<file path="src/rtl/des_key_schedule_seq_if.sv">
// Key-in / subkey-out handshake bundle for the sequential DES key-schedule engine.
// The engine connects through the slave modport and the key source/consumer through master.
interface des_key_schedule_seq_if;
  logic [63:0] key;
  logic        decrypt;
  logic        key_valid;
  logic        key_ready;
  logic [47:0] subkey;
  logic [4:0]  subkey_round;
  logic        subkey_last;
  logic        subkey_valid;
  logic        subkey_ready;

  modport master (
    output key, decrypt, key_valid, subkey_ready,
    input  key_ready, subkey, subkey_round, subkey_last, subkey_valid
  );

  modport slave (
    input  key, decrypt, key_valid, subkey_ready,
    output key_ready, subkey, subkey_round, subkey_last, subkey_valid
  );
endinterface

</file>
<file path="src/rtl/des_key_schedule_seq.sv">
// Sequential DES key schedule: accepts one key, then streams ROUNDS subkeys one per beat,
// in encrypt (K1..Kn) or decrypt (Kn..K1) order, honouring consumer backpressure.
module des_key_schedule_seq #(
  parameter int          ROUNDS     = 16,
  parameter logic [15:0] SHIFT_MASK = 16'h7EFC
) (
  input logic               clk,
  input logic               rst,
  des_key_schedule_seq_if.slave bus
);

  if (ROUNDS < 1 || ROUNDS > 16) begin : g_bad_rounds
    $error("des_key_schedule_seq: ROUNDS must be in 1..16");
  end

  typedef enum logic {IDLE, RUN} state_t;

  localparam int PC1 [56] = '{
    57, 49, 41, 33, 25, 17,  9,
     1, 58, 50, 42, 34, 26, 18,
    10,  2, 59, 51, 43, 35, 27,
    19, 11,  3, 60, 52, 44, 36,
    63, 55, 47, 39, 31, 23, 15,
     7, 62, 54, 46, 38, 30, 22,
    14,  6, 61, 53, 45, 37, 29,
    21, 13,  5, 28, 20, 12,  4
  };

  localparam int PC2 [48] = '{
    14, 17, 11, 24,  1,  5,
     3, 28, 15,  6, 21, 10,
    23, 19, 12,  4, 26,  8,
    16,  7, 27, 20, 13,  2,
    41, 52, 31, 37, 47, 55,
    30, 40, 51, 45, 33, 48,
    44, 49, 39, 56, 34, 53,
    46, 42, 50, 36, 29, 32
  };

  // Tables use DES 1-based MSB-first numbering, so DES bit n lives at vector index width-n.
  function automatic logic [55:0] pc1(input logic [63:0] k);
    logic [55:0] r;
    r = '0;
    for (int i = 0; i < 56; i++) r[55-i] = k[64-PC1[i]];
    return r;
  endfunction

  function automatic logic [47:0] pc2(input logic [55:0] cd);
    logic [47:0] r;
    r = '0;
    for (int i = 0; i < 48; i++) r[47-i] = cd[56-PC2[i]];
    return r;
  endfunction

  function automatic logic [4:0] shift_amt(input logic [4:0] rnd);
    logic [3:0] idx;
    logic [4:0] amt;
    idx = 4'(rnd - 5'd1);
    amt = 5'd1;
    if (rnd >= 5'd1 && rnd <= 5'd16) amt = SHIFT_MASK[idx] ? 5'd2 : 5'd1;
    return amt;
  endfunction

  function automatic int total_shift();
    int sum;
    sum = 0;
    for (int i = 0; i < ROUNDS; i++) sum += SHIFT_MASK[i] ? 2 : 1;
    return sum;
  endfunction

  function automatic logic [27:0] rotl28(input logic [27:0] x, input logic [4:0] n);
    logic [55:0] t;
    t = {x, x} << n;
    return t[55:28];
  endfunction

  function automatic logic [27:0] rotr28(input logic [27:0] x, input logic [4:0] n);
    return rotl28(x, 5'd28 - n);
  endfunction

  // Decrypt starts from C/D as they stand after the last round, i.e. the cumulative rotation.
  localparam logic [4:0] LOAD_ROT   = 5'(total_shift() % 28);
  localparam logic [4:0] ROUNDS_VAL = 5'(ROUNDS);

  state_t      state;
  logic [27:0] c_q, d_q;
  logic        dec_q;
  logic        key_ready_q;
  logic        valid_q;
  logic [47:0] subkey_q;
  logic [4:0]  round_q;
  logic        last_q;

  logic        accept;
  logic [55:0] cd_key;
  logic [27:0] c_src, d_src, c_nxt, d_nxt;
  logic [4:0]  rot_amt, round_nxt;
  logic        rot_left, dec_sel, last_nxt;
  logic [47:0] subkey_nxt;

  assign accept = (state == IDLE) && key_ready_q && bus.key_valid;
  assign cd_key = pc1(bus.key);

  // NOTE: every always_comb output gets a default up front so no path leaves a latch behind.
  always_comb begin
    c_src     = c_q;
    d_src     = d_q;
    rot_left  = 1'b1;
    rot_amt   = shift_amt(round_q + 5'd1);
    round_nxt = round_q + 5'd1;
    dec_sel   = dec_q;
    if (accept) begin
      c_src   = cd_key[55:28];
      d_src   = cd_key[27:0];
      dec_sel = bus.decrypt;
      if (bus.decrypt) begin
        rot_amt   = LOAD_ROT;
        round_nxt = ROUNDS_VAL;
      end else begin
        rot_amt   = shift_amt(5'd1);
        round_nxt = 5'd1;
      end
    end else if (dec_q) begin
      // Undo the rotation of the round just emitted to step back one round.
      rot_left  = 1'b0;
      rot_amt   = shift_amt(round_q);
      round_nxt = round_q - 5'd1;
    end
    c_nxt      = rot_left ? rotl28(c_src, rot_amt) : rotr28(c_src, rot_amt);
    d_nxt      = rot_left ? rotl28(d_src, rot_amt) : rotr28(d_src, rot_amt);
    subkey_nxt = pc2({c_nxt, d_nxt});
    last_nxt   = dec_sel ? (round_nxt == 5'd1) : (round_nxt == ROUNDS_VAL);
  end

  // NOTE: state uses non-blocking assignments so every register samples pre-edge values.
  always_ff @(posedge clk) begin
    if (rst) begin
      state       <= IDLE;
      c_q         <= '0;
      d_q         <= '0;
      dec_q       <= 1'b0;
      key_ready_q <= 1'b0;
      valid_q     <= 1'b0;
      subkey_q    <= '0;
      round_q     <= '0;
      last_q      <= 1'b0;
    end else begin
      case (state)
        IDLE: begin
          if (accept) begin
            state       <= RUN;
            key_ready_q <= 1'b0;
            dec_q       <= bus.decrypt;
            c_q         <= c_nxt;
            d_q         <= d_nxt;
            subkey_q    <= subkey_nxt;
            round_q     <= round_nxt;
            last_q      <= last_nxt;
            valid_q     <= 1'b1;
          end else begin
            key_ready_q <= 1'b1;
          end
        end
        RUN: begin
          if (valid_q && bus.subkey_ready) begin
            if (last_q) begin
              state       <= IDLE;
              valid_q     <= 1'b0;
              key_ready_q <= 1'b1;
            end else begin
              c_q      <= c_nxt;
              d_q      <= d_nxt;
              subkey_q <= subkey_nxt;
              round_q  <= round_nxt;
              last_q   <= last_nxt;
            end
          end
        end
        default: state <= IDLE;
      endcase
    end
  end

  assign bus.key_ready    = key_ready_q;
  assign bus.subkey_valid = valid_q;
  assign bus.subkey       = subkey_q;
  assign bus.subkey_round = round_q;
  assign bus.subkey_last  = last_q;

endmodule

</file>
<file path="src/flat_wrapper.sv">
// flat-port wrapper written by rule: the top's interface ports become plain ports
module des_key_schedule_seq_flat 
#(
  parameter int          ROUNDS     = 16,
  parameter logic [15:0] SHIFT_MASK = 16'h7EFC
)
  (clk, rst, bus_key, bus_decrypt, bus_key_valid, bus_subkey_ready, bus_key_ready, bus_subkey, bus_subkey_round, bus_subkey_last, bus_subkey_valid);
  des_key_schedule_seq_if bus_i ();
  input logic clk;
  input logic rst;
  input wire logic [$bits(bus_i.key)-1:0] bus_key;
  input wire logic [$bits(bus_i.decrypt)-1:0] bus_decrypt;
  input wire logic [$bits(bus_i.key_valid)-1:0] bus_key_valid;
  input wire logic [$bits(bus_i.subkey_ready)-1:0] bus_subkey_ready;
  output wire logic [$bits(bus_i.key_ready)-1:0] bus_key_ready;
  output wire logic [$bits(bus_i.subkey)-1:0] bus_subkey;
  output wire logic [$bits(bus_i.subkey_round)-1:0] bus_subkey_round;
  output wire logic [$bits(bus_i.subkey_last)-1:0] bus_subkey_last;
  output wire logic [$bits(bus_i.subkey_valid)-1:0] bus_subkey_valid;
  assign bus_i.key = bus_key;
  assign bus_i.decrypt = bus_decrypt;
  assign bus_i.key_valid = bus_key_valid;
  assign bus_i.subkey_ready = bus_subkey_ready;
  assign bus_key_ready = bus_i.key_ready;
  assign bus_subkey = bus_i.subkey;
  assign bus_subkey_round = bus_i.subkey_round;
  assign bus_subkey_last = bus_i.subkey_last;
  assign bus_subkey_valid = bus_i.subkey_valid;
  des_key_schedule_seq #(.ROUNDS(ROUNDS), .SHIFT_MASK(SHIFT_MASK)) u_core (.clk(clk), .rst(rst), .bus(bus_i));
endmodule
</file>
<file path="config.mk">
export PLATFORM = sky130hd
export DESIGN_NAME = des_key_schedule_seq_flat
export DESIGN_NICKNAME = d
export VERILOG_FILES = /design/src/rtl/des_key_schedule_seq_if.sv /design/src/rtl/des_key_schedule_seq.sv /design/src/flat_wrapper.sv
export SDC_FILE = /design/constraint.sdc
export NUM_CORES = 1
export LEC_CHECK = 0
export ABC_AREA = 1
export CORE_UTILIZATION = 57
export CTS_CLUSTER_DIAMETER = 150
export DETAILED_ROUTE_END_ITERATION = 6
export MAX_ROUTING_LAYER = met4
export PLACE_DENSITY = 0.87
export SETUP_SLACK_MARGIN = 0.3
export SYNTH_ARGS = -nofsm -noshare
export SYNTH_HDL_FRONTEND = slang
export SYNTH_SLANG_ARGS = --single-unit
</file>
<file path="constraint.sdc">
create_clock -name clk -period 5.1 [get_ports clk]
set_input_delay 0.51 -clock clk [delete_from_list [all_inputs] [get_ports clk]]
set_output_delay 0.51 -clock clk [all_outputs]
set_load 0.01 [all_outputs]
</file>
==> results of run 1 <==
-- power groups by stage --
stage	logic, W	registers (W)	clock network [W]
detailed placement	0.00433	0.000882	0
CTS	0.00436	0.000873	0.000459
global placement	0.00427	0.000875	0
finish	0.00444	0.000873	0.000458
floorplan	0.00352	0.000841	0
global route	0.00495	0.000898	0.000483
-- layer usage --
layer	wire length, um	global-route usage
met2	8800	0.548
met1	7480	0.439
met3	1780	0.0582
met5	0	-
met4	582	0.137
-- registers in the layout, summed over array words and instances (netlist names) --
signal                   flops
u_core.bus.key_ready         1
u_core.bus.subkey           47
u_core.bus.subkey_last       1
u_core.bus.subkey_round      5
u_core.bus.subkey_valid      1
u_core.c_q                   5
u_core.d_q                   4
u_core.dec_q                 1
u_core.state                 1
-- area by class of cell --
cell class | count | share of cell area
Clock buffer | 12 | 0.0218
Timing Repair Buffer | 130 | 0.179
Inverter | 91 | 0.0479
Tap cell | 136 | 0.0239
Clock inverter | 2 | 0.00527
Sequential cell | 66 | 0.185
Multi-Input combinational cell | 777 | 0.537
-- path summary, 6_finish.rpt --
check	startpoint	to	slack [ns]	cells after the start
setup / recovery	u_core.bus.subkey_round[0]	u_core.bus.subkey[46]	1.28	18
hold / removal	u_core.d_q[18]	u_core.d_q[18]	0.47	2
setup reg to reg	u_core.bus.subkey_round[0]	u_core.bus.subkey[46]	1.28	18
hold reg to reg	u_core.d_q[18]	u_core.d_q[18]	0.47	2
-- cells in the final DEF (no fill, tap or decap), types with 18 or more instances in the layout --
| cell type | count |
|---|---|
| sky130_fd_sc_hd__nand3_1 | 197 |
| sky130_fd_sc_hd__nand4_1 | 19 |
| sky130_fd_sc_hd__clkdlybuf4s50_1 | 115 |
| sky130_fd_sc_hd__inv_1 | 80 |
| sky130_fd_sc_hd__dfxtp_1 | 66 |
| sky130_fd_sc_hd__or2_2 | 18 |
| sky130_fd_sc_hd__a21oi_1 | 76 |
| sky130_fd_sc_hd__nor2_1 | 28 |
| sky130_fd_sc_hd__nand2_1 | 295 |
| sky130_fd_sc_hd__o21ai_0 | 66 |
| sky130_fd_sc_hd__mux2i_1 | 23 |
-- critical path: cells and delay by family (launching register included) --
kind / cells / cell delay, ns
adders and majority gates: 2 / 0.70
DFF: 1 / 0.53
and+or+nand+nor: 10 / 1.45
buffers and inverters: 4 / 0.73
AOI/OAI and AO/OA: 2 / 0.32
-- logic make-up (layout without fill, tap and decap cells) --
| family | Yosys count | in the layout | synth area share |
|---|---|---|---|
| buffers and inverters | 207 | 235 | 0.168 |
| adder cells (fa/ha/maj) | 6 | 6 | 0.0122 |
| AND/OR/NAND/NOR | 575 | 575 | 0.417 |
| XOR/XNOR | 2 | 2 | 0.00284 |
| flip-flops | 66 | 66 | 0.214 |
| multiplexers | 23 | 23 | 0.0374 |
| AO/OA/AOI/OAI | 171 | 171 | 0.148 |
-- per-stage QoR --
step                      utilization  cell area (um2)  cells  hold slack (ns)  power, W
final                           0.684             7130   1214            0.467   0.00577
after floorplan                     -             6160   1050            0.441   0.00436
after global placement          0.666             6940   1200            0.451   0.00515
after CTS                       0.684             7130   1214            0.468   0.00569
after global routing            0.684             7130   1214            0.488   0.00633
after detailed placement        0.666             6940   1200            0.457   0.00521
==> out/qor.txt, run 1 <==
Routability Congestion = 0.922
Sum of net half-perimeters after detailed placement = 12.7 mm
Switching component of the power = 0.00326 W
Worst Path Class, Setup = reg2reg
Outcome = finished, violations left
Post-CTS clock slew at the launch and capture registers of the worst setup and hold paths = 0.08 ns
Synth Net Count = 1125
Total power density per cell area = 810 mW/mm2
Setup repair after global routing missed its margin = false
Synthesized instance count = 1050
Fill cell total of the finished layout = 980
DRC violation total after the first TritonRoute iteration = 701
Area of the multi-input gates = 0.00383 mm2
Root buffer selected by CTS = sky130_fd_sc_hd__clkbuf_8
# hold bufs at CTS = 0
Prevailing post-synth register cell = sky130_fd_sc_hd__dfxtp_1
Int Power = 0.00252 W
WP data arrival = 4.11 ns
Global-route wire length before repair = 30.4 mm
Worst-path cell with the longest stage delay = sky130_fd_sc_hd__dfxtp_1
Yosys top cell by area = sky130_fd_sc_hd__dfxtp_1
Final Net Count = 1150
Sequential cell area fraction in the yosys report = 0.214
Largest net degree at the start of global routing = 69
Clock latency on the worst-skew pair = 0.36 ns
Diode count = 0
Most used standard cell by instance count after synthesis = sky130_fd_sc_hd__nand2_1
Final hold violation count = 0
Synthesis-stage register bit count = 66
WL final = 18.6 mm
Worst Path Required = 5.39 ns
Core box area = 0.0104 mm2
Leakage power of the design = 3.34 nW
Die ar. = 0.0112 mm2
Fraction of layout cells with a size suffix above 1 = 0.0705
TritonCTS clock tree = done
I/O pins = 125
Sequential cell area = 0.00132 mm2
Resized cells post-CTS = 0
Count of synthesis-stage warnings from yosys = 0
Worst clock skew on the final layout = 0.0163 ns
Via count = 7140
Violated checks = design-rule violations
Die Y = 106 um
Number of levels the H-tree was split into = 3
Number of clock buffers inserted by TritonCTS = 9
Setup WS pre-CTS = 1.08 ns
Total negative slack = 0 ns
Routed wirelength normalized by instance count = 15.4 um
Worst min path class = reg2reg
Worst slew pin tran = 0.993 ns
Comb power frac = 0.769
Clock network fraction of total power = 0.079
Top cell by count, worst path = sky130_fd_sc_hd__nand3_1
Maximum net fanout on the critical path = 47
Switching power share of the total = 0.564
Top cell type's share of synthesized area = 0.214
Asr flop ratio synth = 0
Antenna violations before repair = 0
Delay contributed by the slowest stage of the critical path = 0.53 ns
Area delta synth->final = 15.7%
Fmax = 262 MHz
Via count of the first global-routing pass = 6295
Number of nets with antenna violations after detailed routing = 0
Largest cells by area after synthesis = sky130_fd_sc_hd__dfxtp_1 (21%), sky130_fd_sc_hd__nand2_1 (18%), sky130_fd_sc_hd__nand3_1 (16%)
Sequential power share = 0.151
Sort of element at the end of the critical path = register
Clock net sink count = 66
Maximum root-to-sink buffer count = 2
Syn avg cell area = 5.87 um2
Final Max Slew Viols = 0
Synth cell types = 39
TritonRoute pass-1 iters = 7
Maximum VDD drop = 622 uV
Standard-cell rows = 37
Number of endpoints failing setup at the final stage = 0
Total global-route track usage = 0.346
Top cell types by occurrence after synthesis = sky130_fd_sc_hd__nand2_1 (295), sky130_fd_sc_hd__nand3_1 (197), sky130_fd_sc_hd__inv_1 (80), sky130_fd_sc_hd__a21oi_1 (76)
Cell Chain, Critical Path = inv_1 > ha_1 > nor2_1 > nand2_2 > inv_2 > nand2_2 > nor2_1 > nor2_2 > nand2_4 > nand3_4 > ha_1 > inv_1 > o21ai_4 > buf_4 > nand3_1 > nand3_1 > nand3_1 > a21oi_1
# Max-Cap Violations = 0
Period Utilization, post-route = 0.748
EDFF count, synth = 0
Final setup slack of the worst path = 1.28 ns
Setup fix buffers added after clock tree synthesis = 0
DR DRC count = 9
Initial core utilization = 0.592
Remaining Overflow, GRT = 0
Minimum clock period after layout = 3.82 ns
Relative slew slack = 0.337
Count of buffers inserted at the top-level ports = 116
Cell area after technology mapping = 0.00616 mm2
Die X = 106 um
Element type at the critical path start = register
Via-to-Cell Ratio = 5.88
(Power assumes the default switching activity.)
==> inputs of run 2 (changes only) <==
--- a/config.mk
+++ b/config.mk
@@ -6,11 +6,11 @@
 export NUM_CORES = 1
 export LEC_CHECK = 0
 export ABC_AREA = 1
-export CORE_UTILIZATION = 57
+export CORE_UTILIZATION = 53
 export CTS_CLUSTER_DIAMETER = 150
 export DETAILED_ROUTE_END_ITERATION = 6
 export MAX_ROUTING_LAYER = met4
-export PLACE_DENSITY = 0.87
+export PLACE_DENSITY = 0.82
 export SETUP_SLACK_MARGIN = 0.3
 export SYNTH_ARGS = -nofsm -noshare
 export SYNTH_HDL_FRONTEND = slang
==> constraint.sdc (replaced) <==
create_clock -name clk -period 3.75 [get_ports clk]
set_input_delay 0.375 -clock clk [delete_from_list [all_inputs] [get_ports clk]]
set_output_delay 0.375 -clock clk [all_outputs]
set_load 0.01 [all_outputs]
==> out/qor.txt, run 2 (synthesis results as in run 1) <==
Sum of net half-perimeters after detailed placement = 12.8 mm (+0.47%)
Cell Chain, Critical Path = inv_1 > ha_2 > nor2_2 > nand2_2 > inv_2 > nand2_2 > nor2_1 > nor2_2 > nand2_4 > buf_6 > nand2_1 > inv_1 > ha_1 > inv_1 > o21ai_4 > buf_4 > clkbuf_16 > or2_1 > nand3_1 > nand2_1 > nor2_1 > nor2_1
WP data arrival = 3.45 ns (-0.66 ns)
# hold bufs at CTS = 0 (unchanged)
Sort of element at the end of the critical path = register
Most frequent standard cell in the layout excluding fill and tap cells = sky130_fd_sc_hd__nand2_1
Outcome = finished, final reports clean
Worst slew pin tran = 0.729 ns (-0.264 ns)
# Max-Cap Violations = 0 (unchanged)
Clock net sink count = 66 (unchanged)
Maximum net fanout on the critical path = 32 (-32%)
DR DRC count = 0 (-9)
Worst-path cell with the longest stage delay = sky130_fd_sc_hd__ha_2
Via count of the first global-routing pass = 6148 (-2.3%)
Initial core utilization = 0.542 (-0.0496)
Leakage power of the design = 3.49 nW (+4.3%)
Post-CTS clock slew at the launch and capture registers of the worst setup and hold paths = 0.06 ns (-0.02 ns)
Period Utilization, post-route = 0.860 (+0.112)
Number of placed instances with taps included = 1216 (+1.3%)
Count of buffers inserted at the top-level ports = 116 (unchanged)
Final Max Slew Viols = 0 (unchanged)
Flip-flop count of the largest register after layout = 47 (unchanged)
Number of nets with antenna violations after detailed routing = 0 (unchanged)
Delay contributed by the slowest stage of the critical path = 0.32 ns (-0.21 ns)
Largest net degree at the start of global routing = 69 (unchanged)
Routed wirelength normalized by instance count = 15.4 um (+0.26%)
Total power density per cell area = 1140 mW/mm2 (+41%)
Worst min path class = reg2reg
Fmax = 310 MHz (+18%)
Area delta synth->final = 20.6%
Number of endpoints failing setup at the final stage = 0 (unchanged)
Fraction of layout cells with a size suffix above 1 = 0.0887 (+0.0182)
Worst Path Class, Setup = reg2reg
Die Y = 110 um (+3.6%)
Relative slew slack = 0.514 (+0.177)
Die X = 110 um (+3.6%)
Core box area = 0.0114 mm2 (+9.2%)
Total negative slack = 0 ns (unchanged)
Worst clock skew on the final layout = 0.0109 ns (-0.00546 ns)
Maximum VDD drop = 643 uV (+3.5%)
Routability Congestion = 0.988 (+7.2%)
Die ar. = 0.0121 mm2 (+7.4%)
Area of the multi-input gates = 0.00385 mm2 (+0.52%)
WL final = 19.0 mm (+2.1%)
Worst Path Required = 3.97 ns (-1.42 ns)
TritonRoute pass-1 iters = 6 (-1)
Final cell area excluding filler cells = 0.00743 mm2 (+4.2%)
Via-to-Cell Ratio = 5.86 (-0.28%)
Global-route wire length before repair = 29.4 mm (-3.2%)
Remaining Overflow, GRT = 0 (unchanged)
I/O pins = 125 (unchanged)
DRC violation total after the first TritonRoute iteration = 814 (+16%)
Sequential cell area = 0.00132 mm2 (about the same)
Final Net Count = 1163 (+1.1%)
Via count = 7249 (+1.5%)
Number of clock buffers inserted by TritonCTS = 9 (unchanged)
Total global-route track usage = 0.320 (-0.0256)
Root buffer selected by CTS = sky130_fd_sc_hd__clkbuf_16
Maximum root-to-sink buffer count = 2 (unchanged)
Minimum clock period after layout = 3.23 ns (-0.591 ns)
Diode count = 0 (unchanged)
Hold WS = 0.468 ns (+0.00106 ns)
Number of levels the H-tree was split into = 3 (unchanged)
TritonCTS clock tree = done
Top library cells by usage in the layout, fill and taps aside = sky130_fd_sc_hd__nand2_1 (295), sky130_fd_sc_hd__nand3_1 (197), sky130_fd_sc_hd__clkdlybuf4s50_1 (115), sky130_fd_sc_hd__inv_1 (79), sky130_fd_sc_hd__a21oi_1 (76)
Antenna violations before repair = 0 (unchanged)
Element type at the critical path start = register
Total placed instance area = 0.00704 mm2 (+1.5%)
Final hold violation count = 0 (unchanged)
Count of placed standard cells in the final layout, fillers left out = 1236 (+1.8%)
Standard-cell rows = 39 (+5.4%)
Fill cell total of the finished layout = 1056 (+7.8%)
Setup repair after global routing missed its margin = false
Clock latency on the worst-skew pair = 0.33 ns (-0.03 ns)
-- run 2: final timing paths --
check	startpoint	end	slack [ns]	cells past startpoint
hold / removal	u_core.c_q[10]	u_core.c_q[10]	0.47	2
setup / recovery	u_core.bus.subkey_round[0]	u_core.bus.subkey[0]	0.52	22
setup reg to reg	u_core.bus.subkey_round[0]	u_core.bus.subkey[0]	0.52	22
hold reg to reg	u_core.c_q[10]	u_core.c_q[10]	0.47	2
-- run 2: critical path: cells and delay by family, from the launching register on --
family	cells	cell delay, ns
simple gates	12	1.25
buf+inv	7	0.93
fa+ha+maj	2	0.53
flops	1	0.31
compound gates	1	0.09
-- run 2: cell type report --
cell class / instances / share of cell area
tap: 143 / 0.0241
clock inverter: 5 / 0.0104
inverter: 91 / 0.0463
sequential: 66 / 0.178
timing repair buffer: 142 / 0.190
clock buffer: 11 / 0.0327
multi-input combinational: 778 / 0.518
-- run 2: stage by stage --
| step | setup WS, ns | util | total power [W] |
|---|---|---|---|
| after floorplan | 0.484 | - | 0.00593 |
| after global placement | 0.285 | 0.619 | 0.00714 |
| after detailed placement | 0.234 | 0.619 | 0.00719 |
| after CTS | 0.300 | 0.649 | 0.00819 |
| after global routing | 0.306 | 0.653 | 0.00920 |
| final | 0.524 | 0.653 | 0.00847 |
-- run 2: layer usage --
layer	GRT usage	routed length, um
met3	0.0569	1990
met4	0.128	595
met5	-	0
met2	0.503	8750
met1	0.406	7690
-- run 2: repair_timing --
item,4_1_cts,5_1_grt
setup endpoints to repair,14,56
buffers inserted,0,2
pin swaps,0,2
resized for setup,2,7
gates cloned,1,1
-- run 2: where the power goes --
part / switching, W / internal, W
clock: 0.000330 / 0.000598
combinational: 0.00406 / 0.00231
sequential: 0.000201 / 0.000977
==> inputs of run 3 (changes only) <==
--- a/config.mk
+++ b/config.mk
@@ -9,7 +9,6 @@
 export CORE_UTILIZATION = 53
 export CTS_CLUSTER_DIAMETER = 150
 export DETAILED_ROUTE_END_ITERATION = 6
-export MAX_ROUTING_LAYER = met4
 export PLACE_DENSITY = 0.82
 export SETUP_SLACK_MARGIN = 0.3
 export SYNTH_ARGS = -nofsm -noshare
==> out/qor.txt, run 3 (synthesis results as in run 1) <==
Outcome = finished, final reports clean
Routed wirelength normalized by instance count = 15.0 um (-2.4%)
Hold path start = u_core.d_q[18]
Maximum VDD drop = 718 uV (+12%)
Final Net Count = 1160 (-0.26%)
DR DRC count = 0 (unchanged)
Hold path cells = 2 (unchanged)
Remaining Overflow, GRT = 0 (unchanged)
Cell type group with the largest total delay on the critical path = simple AND/OR/NAND/NOR gates
Reg-to-Reg Start = u_core.bus.subkey_round[1]
Number of endpoints failing setup at the final stage = 0 (unchanged)
Fmax = 312 MHz (+0.69%)
I/O pins = 125 (unchanged)
Top cell by count, worst path = sky130_fd_sc_hd__nor2_1
Period Utilization, post-route = 0.854 (-0.00592)
Die X = 110 um (unchanged)
Root buffer selected by CTS = sky130_fd_sc_hd__clkbuf_16
Core box area = 0.0114 mm2 (unchanged)
Clock net sink count = 66 (unchanged)
# Max-Cap Violations = 0 (unchanged)
Global-route wire length before repair = 29.6 mm (+0.45%)
Initial core utilization = 0.542 (unchanged)
Top library cells by usage in the layout, fill and taps aside = sky130_fd_sc_hd__nand2_1 (295), sky130_fd_sc_hd__nand3_1 (197), sky130_fd_sc_hd__clkdlybuf4s50_1 (115), sky130_fd_sc_hd__inv_1 (80), sky130_fd_sc_hd__a21oi_1 (76)
Sum of net half-perimeters after detailed placement = 12.8 mm (+0.38%)
Worst clock skew on the final layout = 0.00487 ns (-0.00602 ns)
Largest net degree at the start of global routing = 78 (+13%)
Worst Path Class, Setup = reg2reg
DRC violation total after the first TritonRoute iteration = 666 (-18%)
Destination of the worst hold path = u_core.d_q[18]
Count of placed standard cells in the final layout, fillers left out = 1232 (-0.32%)
WL final = 18.5 mm (-2.7%)
Total negative slack = 0 ns (unchanged)
Standard-cell rows = 39 (unchanged)
Number of clock buffers inserted by TritonCTS = 9 (unchanged)
TritonCTS clock tree = done
Total power density per cell area = 1120 mW/mm2 (-1.8%)
Sort of element at the end of the critical path = register
Worst slew pin tran = 0.713 ns (-0.0164 ns)
Number of levels the H-tree was split into = 3 (unchanged)
Area delta synth->final = 19.6%
Flip-flop count of the largest register after layout = 47 (unchanged)
TritonRoute pass-1 iters = 7 (+1)
Fraction of layout cells with a size suffix above 1 = 0.0808 (-0.00794)
# hold bufs at CTS = 0 (unchanged)
Final Max Slew Viols = 0 (unchanged)
Count of buffering cells on the critical path with inverters included = 5 (-2)
Fill cell total of the finished layout = 1102 (+4.4%)
Via count of the first global-routing pass = 6376 (+3.7%)
Sequential cell area = 0.00132 mm2 (unchanged)
Final setup slack of the worst path = 0.546 ns (+0.0222 ns)
Die ar. = 0.0121 mm2 (unchanged)
WP data arrival = 3.42 ns (-0.03 ns)
Setup repair after global routing missed its margin = false
Worst setup slack for register-to-register paths = 0.55 ns (+0.02 ns)
Clock latency on the worst-skew pair = 0.33 ns (about the same)
Maximum root-to-sink buffer count = 2 (unchanged)
Total placed instance area = 0.00704 mm2 (about the same)
Final cell area excluding filler cells = 0.00737 mm2 (-0.79%)
Routability Congestion = 0.945 (-4.3%)
Number of nets with antenna violations after detailed routing = 0 (unchanged)
Worst min path class = reg2reg
Cell Chain, Critical Path = inv_1 > ha_1 > nor2_1 > nand2_2 > inv_2 > nand2_2 > nor2_1 > nor2_2 > nand2_4 > nand3_4 > ha_1 > inv_1 > o21ai_4 > inv_4 > buf_12 > nand3_1 > nand2_1 > nand2_1 > nand3_1 > nor2_1 > nor2_1
Final hold violation count = 0 (unchanged)
Most frequent standard cell in the layout excluding fill and tap cells = sky130_fd_sc_hd__nand2_1
Reg2Reg Capture Point = u_core.bus.subkey[39]
Setup WS pre-CTS = 0.304 ns (+0.0708 ns)
Number of placed instances with taps included = 1215 (-0.082%)
Via-to-Cell Ratio = 5.78 (-1.4%)
Relative slew slack = 0.525 (+0.0109)
Maximum net fanout on the critical path = 21 (-34%)
Post-layout power = 0.00826 W (-2.5%)
Via count = 7125 (-1.7%)
Die Y = 110 um (unchanged)
Count of buffers inserted at the top-level ports = 116 (unchanged)
Total global-route track usage = 0.311 (-0.00873)
Area of the multi-input gates = 0.00383 mm2 (-0.52%)
Antenna violations before repair = 0 (unchanged)
Post-CTS clock slew at the launch and capture registers of the worst setup and hold paths = 0.06 ns (about the same)
Cell count of the worst reg-to-reg path = 21 (-4.5%)
Leakage power of the design = 3.47 nW (-0.67%)
Element type at the critical path start = register
Diode count = 0 (unchanged)
Worst Path Required = 3.97 ns (about the same)
Minimum clock period after layout = 3.20 ns (-0.0222 ns)
Worst-path cell with the longest stage delay = sky130_fd_sc_hd__dfxtp_2
Delay contributed by the slowest stage of the critical path = 0.38 ns (+0.06 ns)
-- run 3: metrics by stage --
stage	util	hold WS [ns]
6_report	0.648	0.468
5_1_grt	0.648	0.499
4_1_cts	0.648	0.468
3_5_place_dp	0.619	0.460
3_3_place_gp	0.619	0.449
2_1_floorplan	-	0.441
-- run 3: worst register-to-register path, stage by stage (launching register included) --
cell                      delay (ns)
sky130_fd_sc_hd__dfxtp_2        0.38
sky130_fd_sc_hd__inv_1          0.12
sky130_fd_sc_hd__ha_1           0.33
sky130_fd_sc_hd__nor2_1         0.21
sky130_fd_sc_hd__nand2_2        0.09
sky130_fd_sc_hd__inv_2          0.05
sky130_fd_sc_hd__nand2_2        0.05
sky130_fd_sc_hd__nor2_1         0.12
sky130_fd_sc_hd__nor2_2         0.07
sky130_fd_sc_hd__nand2_4        0.10
sky130_fd_sc_hd__nand3_4        0.07
sky130_fd_sc_hd__ha_1           0.29
sky130_fd_sc_hd__inv_1          0.06
sky130_fd_sc_hd__o21ai_4        0.21
sky130_fd_sc_hd__inv_4          0.15
sky130_fd_sc_hd__buf_12         0.19
sky130_fd_sc_hd__nand3_1        0.14
sky130_fd_sc_hd__nand2_1        0.07
sky130_fd_sc_hd__nand2_1        0.06
sky130_fd_sc_hd__nand3_1        0.07
sky130_fd_sc_hd__nor2_1         0.19
sky130_fd_sc_hd__nor2_1         0.06
-- run 3: what timing repair did --
item,CTS,global route
cloned,0,0
setup buffers,2,0
resized for setup,0,4
pin swaps,1,0
endpoints found under the setup margin,1,52
-- run 3: worst max-delay path by stage --
stage	from	end	slack, ns	cells past startpoint
CTS	u_core.bus.subkey_round[1]	u_core.bus.subkey[39]	0.44	22
detailed placement	u_core.bus.subkey_round[1]	u_core.bus.subkey[39]	0.30	22
global route	u_core.bus.subkey_round[1]	u_core.bus.subkey[39]	0.33	21
floorplan	u_core.bus.subkey_round[0]	u_core.bus.subkey[19]	0.48	22
global placement	u_core.bus.subkey_round[1]	u_core.bus.subkey[39]	0.33	22
finish	u_core.bus.subkey_round[1]	u_core.bus.subkey[39]	0.55	21
-- run 3: power breakdown --
| group | leakage, nW | switching, W | internal (W) |
|---|---|---|---|
| sequential | 0.540 | 0.000197 | 0.000977 |
| combinational | 2.77 | 0.00396 | 0.00225 |
| clock | 0.152 | 0.000307 | 0.000564 |
| total | 3.47 | 0.00447 | 0.00379 |
-- run 3: layer usage --
layer	up-vias	routed length (um)	GRT usage
met4	0	725	0.151
li1	3502	-	-
met3	70	1860	0.0652
met1	3163	7610	0.397
met5	-	0	0
met2	390	8320	0.496
-- run 3: cell type report --
| cell class | instances | share of cell area |
|---|---|---|
| Multi-Input combinational cell | 777 | 0.520 |
| Inverter | 91 | 0.0467 |
| Clock buffer | 13 | 0.0367 |
| Timing Repair Buffer | 140 | 0.189 |
| Clock inverter | 2 | 0.00475 |
| Tap cell | 143 | 0.0243 |
| Sequential cell | 66 | 0.179 |
==> patch 1, RTL diff (flow settings as in run 3) <==
`ROUNDS` is set to 16 in 2 places; all go to 8.
--- a/src/rtl/des_key_schedule_seq.sv
+++ b/src/rtl/des_key_schedule_seq.sv
@@ -2,5 +2,5 @@
 // in encrypt (K1..Kn) or decrypt (Kn..K1) order, honouring consumer backpressure.
 module des_key_schedule_seq #(
-  parameter int          ROUNDS     = 16,
+  parameter int          ROUNDS     = 8,
   parameter logic [15:0] SHIFT_MASK = 16'h7EFC
 ) (
--- a/src/flat_wrapper.sv
+++ b/src/flat_wrapper.sv
@@ -2,5 +2,5 @@
 module des_key_schedule_seq_flat 
 #(
-  parameter int          ROUNDS     = 16,
+  parameter int          ROUNDS     = 8,
   parameter logic [15:0] SHIFT_MASK = 16'h7EFC
 )
Function: changed (a bounded check fails within 4 cycles, from zero or initial values and one cycle with rst high).
==> patch 1 against run 3 <==
Total power is 4.8% lower; cell count increased by 26%; sequential cell count is the same; area after synthesis increased by 20%; sequential power decreased by 12%; core utilization is 2.0 points higher; sequential share of layout area decreased by 3.1 points; wire length grew 51%; setup slack got worse by 0.21 ns; via count up 31%; design area up 22%; combinational power down 4.5%; non-clock buffer count increased by 18; critical path type unchanged; critical endpoint is now u_core.bus.subkey[20]; largest cell class unchanged.
==> patch 1: results (changes against run 3) <==
- Setup WS pre-CTS: 0.09070 ns (was 0.3044 ns)
- Placer Congestion: 0.9802 (was 0.9454)
- Adder-cell share of the synthesized area: 1.012% (was 1.218%)
- Start point of the worst hold path: u_core.c_q[3] (was u_core.d_q[18])
- Cell-internal power: 0.003565 W (was 0.003790 W)
- Number of global-route vias before repair: 8100 (was 6376)
- Mux share of post-synthesis cell area: 2.429% (was 3.736%)
- Gr usage total: 38.84% (was 31.13%)
- First-pass GRT wire length: 43540 um (was 29560 um)
- Fin Clk Skew: 0.007548 ns (was 0.004867 ns)
- Syn Area/Cell: 5.506 um^2 (was 5.869 um^2)
- Clock Latency Late Sink: 0.35 ns (was 0.33 ns)
- Pwr Density: 874.2 nW/um^2 (was 1120 nW/um^2)
- Via count: 9345 (was 7125)
- Crit Path Max Fanout: 15 (was 21)
- Share of layout cells above drive strength 1: 10.45% (was 8.081%)
- Drt first pass iters: 6 (was 7)
- R2R Path End: u_core.bus.subkey[20] (was u_core.bus.subkey[39])
- P_clk: 0.000902 W (was 0.000871 W)
- Top cells by instance count after synthesis: nand2_1, nand3_1, a21oi_1 (was nand2_1, nand3_1, inv_1)
- Slowest-stage cell, CP: dfxtp_4 (was dfxtp_2)
- DP Cell Count: 1530 (was 1215)
- Layout Nets: 1448 (was 1160)
- Slew headroom: 50.78% (was 52.48%)
- HP Class: register to register (unchanged)
- Post-Synth XOR/XNOR Area: 0% (was 0.2843%)
- Post-Layout Cell Count: 1554 (was 1232)
- Number of fill cells: 1325 (was 1102)
- Synth top area cells: nand2_1, nand3_1, dfxtp_1, buf_4, a21oi_1 (was dfxtp_1, nand2_1, nand3_1, buf_4, a21oi_1)
- Maximum VDD drop: 0.7295 mV (was 0.7177 mV)
- Crit-path max cell delay: 0.36 ns (was 0.38 ns)
- Placed Area: 8305 um^2 (was 7043 um^2)
- Register area share after synthesis: 17.81% (was 21.44%)
- Core Util, Final: 66.79% (was 64.83%)
- Pleak: 4.397 nW (was 3.466 nW)
- Status: complete, no violations (unchanged)
- Detailed placement HPWL: 20080 um (was 12830 um)
- Library cells used by synthesis: 34 (was 39)
- Part of the power in registers: 13.1% (was 14.2%)
- Largest net degree at the start of global routing: 65 (was 78)
- Wire per inst: 18.03 um (was 15.03 um)
- Number of cells on the worst reg-to-reg path: 24 (was 21)
- Iter 0 DRT Violations: 1345 (was 666)
-- patch 1: area by class of cell --
| class | count | area share (%) |
|---|---|---|
| clock inverters | 5 | 0.6684 |
| multi-input cells | 1063 | 58.00 |
| clock buffers | 11 | 2.827 |
| inverters | 75 | 3.245 |
| repair buffers | 158 | 18.01 |
| flip-flops and latches | 66 | 14.80 |
| well taps | 176 | 2.451 |
-- patch 1: per-layer routing --
metal | vias to the layer above | wire (um) | track usage [%]
met5 | - | 0 | 0
met4 | 0 | 497 | 10.11
met1 | 4288 | 12320 | 56.64
met2 | 520 | 11770 | 55.68
met3 | 44 | 3431 | 10.38
li1 | 4493 | - | -
-- patch 1: worst min-delay path, delay by kind of cell, from the launching register on --
family           cells  cell delay, ns
flip-flops           1            0.31
AND/OR/NAND/NOR      1            0.06
AO/OA/AOI/OAI        1            0.05
-- patch 1: repair_timing --
action	CTS	global route
gates cloned	2	1
pin swaps	3	11
buffers inserted	0	5
setup endpoints to repair	45	56
hold buffers	0	0
resized for setup	10	49
==> patch 2, RTL diff (settings of run 3) <==
Without the edit above. Make the reset (`rst`) asynchronous in one clocked block.
--- a/src/rtl/des_key_schedule_seq.sv
+++ b/src/rtl/des_key_schedule_seq.sv
@@ -134,5 +134,5 @@
 
   // NOTE: state uses non-blocking assignments so every register samples pre-edge values.
-  always_ff @(posedge clk) begin
+  always_ff @(posedge clk or posedge rst) begin
     if (rst) begin
       state       <= IDLE;
Function: differs if rst is asserted again (counterexample within 4 cycles, from zero or initial values and one cycle with rst high); with rst held inactive, the same outputs for 4 cycles.
==> patch 2 against run 3 <==
The run now ends with design-rule violations left; area after synthesis grew 3.3%; core utilization increased by 0.30 points; synthesized cell count decreased by 3.6%; non-clock buffer count decreased by 3; clock skew rose by 0.0012 ns; sequential share of layout area is 4.0 points higher; wire length is 5.6% lower; first-iteration DRC count is 16% lower; design area increased by 2.2%; setup slack lost 0.0089 ns; sequential cell count did not move.
Power is left out: it rests on default switching activity, and per cell area and clock period it moved more than threefold.
==> patch 2: results (changes against run 3) <==
- Status: complete, but fails checks (was complete, no violations)
- Failing checks: design-rule violations
- CP arrival: 3.44 ns (was 3.42 ns)
- Vias per cell: 5.640 (was 5.783)
- Slowest-stage cell, CP: dfrtp_1 (was dfxtp_2)
- Placer Congestion: 0.9280 (was 0.9454)
- Gr usage total: 28.78% (was 31.13%)
- WL final: 17490 um (was 18520 um)
- Number of cells on the worst reg-to-reg path: 22 (was 21)
- Cell family with most CP delay: simple AND/OR/NAND/NOR gates (unchanged)
- Root Buffer: clkbuf_16 (unchanged)
- TritonCTS Buffers: 9 (unchanged)
- Clk buf depth: 2 (unchanged)
- Crit-path max cell delay: 0.44 ns (was 0.38 ns)
- First-pass GRT wire length: 29110 um (was 29560 um)
- Post-Syn Nets: 1087 (was 1125)
- Fin Clk Skew: 0.006058 ns (was 0.004867 ns)
- Antenna violations before repair: 0 (unchanged)
- Placed Area: 7188 um^2 (was 7043 um^2)
- Max Fclk: 311.3 MHz (was 312.1 MHz)
- R2R Path End: u_core.bus.subkey[32] (was u_core.bus.subkey[39])
- Largest net degree at the start of global routing: 74 (was 78)
- Detailed placement HPWL: 12140 um (was 12830 um)
- Top cells by instance count after synthesis: nand2_1, nand3_1, inv_1 (unchanged)
- Setup_tns: 0 ns (unchanged)
- R2R Setup Slk: ~0.54 ns
- Post-route DRC violation count: 8 (was 0)
- Top_reg_cell synth: dfrtp_1 (was dfxtp_1)
- Clock-pin slew on the worst setup and hold paths: 0.06 ns (about the same)
- Library cells used by synthesis: 38 (was 39)
- Ys async rst share: 100.0% (was 0%)
- Synth top area cells: dfrtp_1, nand2_1, nand3_1, buf_4, mux2i_1 (was dfxtp_1, nand2_1, nand3_1, buf_4, a21oi_1)
- Slew headroom: 57.13% (was 52.48%)
- Iter 0 DRT Violations: 560 (was 666)
- Number of fill cells: 1068 (was 1102)
- Register area share after synthesis: 25.95% (was 21.44%)
- Clock Latency Late Sink: 0.34 ns
- HP Class: primary input to async pin (was register to register)
- RR Startpoint: u_core.bus.subkey_round[0] (was u_core.bus.subkey_round[1])
- Max reg flops: 47 (unchanged)
- Crit Path Max Fanout: 24 (was 21)
- Share of layout cells above drive strength 1: 9.546% (was 8.081%)
- I/O Buffers: 116 (unchanged)
- Drt first pass iters: 7 (unchanged)
- Setup WS pre-CTS: 0.3317 ns (was 0.3044 ns)
- Synth warn: 0 (unchanged)
- Number of global-route vias before repair: 6163 (was 6376)
[patch 2: cell types whose count changed after synthesis, moves of 6 or more]
cell and delta:
nand2_2 +9, dfxtp_1 -66, a21oi_2 +7, nand3_1 -16, clkbuf_1 -8, nand2_1 +80
nor2_1 -10, dfrtp_1 +66, a21oi_1 -69, mux2i_1 +8, nand4_1 -6, o21ai_0 -25
[patch 2: cell families (layout without fill, tap and decap cells)]
| kind of cell | Yosys count | after routing | synth area share (%) |
|---|---|---|---|
| and+or+nand+nor | 639 | 639 | 44.76 |
| buffers and inverters | 189 | 235 | 15.92 |
| AOI/OAI and AO/OA | 81 | 81 | 7.313 |
| DFF | 66 | 66 | 25.95 |
| muxes | 31 | 31 | 4.875 |
| adders and majority gates | 6 | 6 | 1.179 |
[patch 2: per-stage QoR]
stage | std cells | hold WS (ns) | utilization [%]
floorplan | 1012 | 0.4417 | -
global placement | 1185 | 0.4562 | 62.16
detailed placement | 1185 | 0.4577 | 62.16
CTS | 1200 | 0.4674 | 64.63
global route | 1201 | 0.4946 | 65.13
finish | 1201 | 0.4369 | 65.13
[patch 2: worst register-to-register path, cell delays in order, from the launching register on]
cell,delay (ns)
dfrtp_1,0.44
buf_4,0.20
ha_1,0.25
inv_1,0.08
nand2_2,0.06
nand2_4,0.07
nand2_2,0.06
inv_2,0.05
nand2_1,0.06
nand3_1,0.07
nand2_1,0.06
nor2_2,0.12
nand2_4,0.14
nand2_4,0.12
inv_1,0.05
ha_1,0.22
nor2_4,0.30
clkinv_1,0.15
buf_4,0.24
nand3_1,0.12
nand2_1,0.06
nor2_1,0.13
nor2_1,0.05
[patch 2: layout make-up]
type / count / share of cell area [%]
Multi-Input combinational cell: 757 / 49.62
Timing Repair Buffer: 137 / 18.06
Inverter: 83 / 4.203
Tap cell: 143 / 2.375
Sequential cell: 66 / 21.94
Clock buffer: 12 / 3.272
Clock inverter: 3 / 0.5316
[patch 2: worst min-delay path by stage]
stage,from,cells after the start,slack [ns],endpoint
2_1_floorplan,u_core.c_q[3],2,0.44,u_core.c_q[3]
3_3_place_gp,u_core.c_q[3],2,0.46,u_core.c_q[3]
3_5_place_dp,u_core.c_q[3],2,0.46,u_core.c_q[3]
4_1_cts,rst,2,0.47,u_core.bus.subkey[22]
5_1_grt,u_core.c_q[3],2,0.49,u_core.c_q[3]
6_report,rst,2,0.44,u_core.bus.subkey[22]
[patch 2: layer usage]
layer | routed length [um] | vias to the layer above | global-route usage (%)
met5 | 0 | - | 0
met4 | 594 | 0 | 12.52
met3 | 1369 | 46 | 3.974
met2 | 8038 | 318 | 45.29
met1 | 7486 | 3094 | 39.55
li1 | - | 3316 | -
[patch 2: what timing repair did]
item,CTS,global route
gates resized for setup,0,13
setup endpoints to repair,0,56
hold endpoints to repair,0,0
setup buffers,0,1
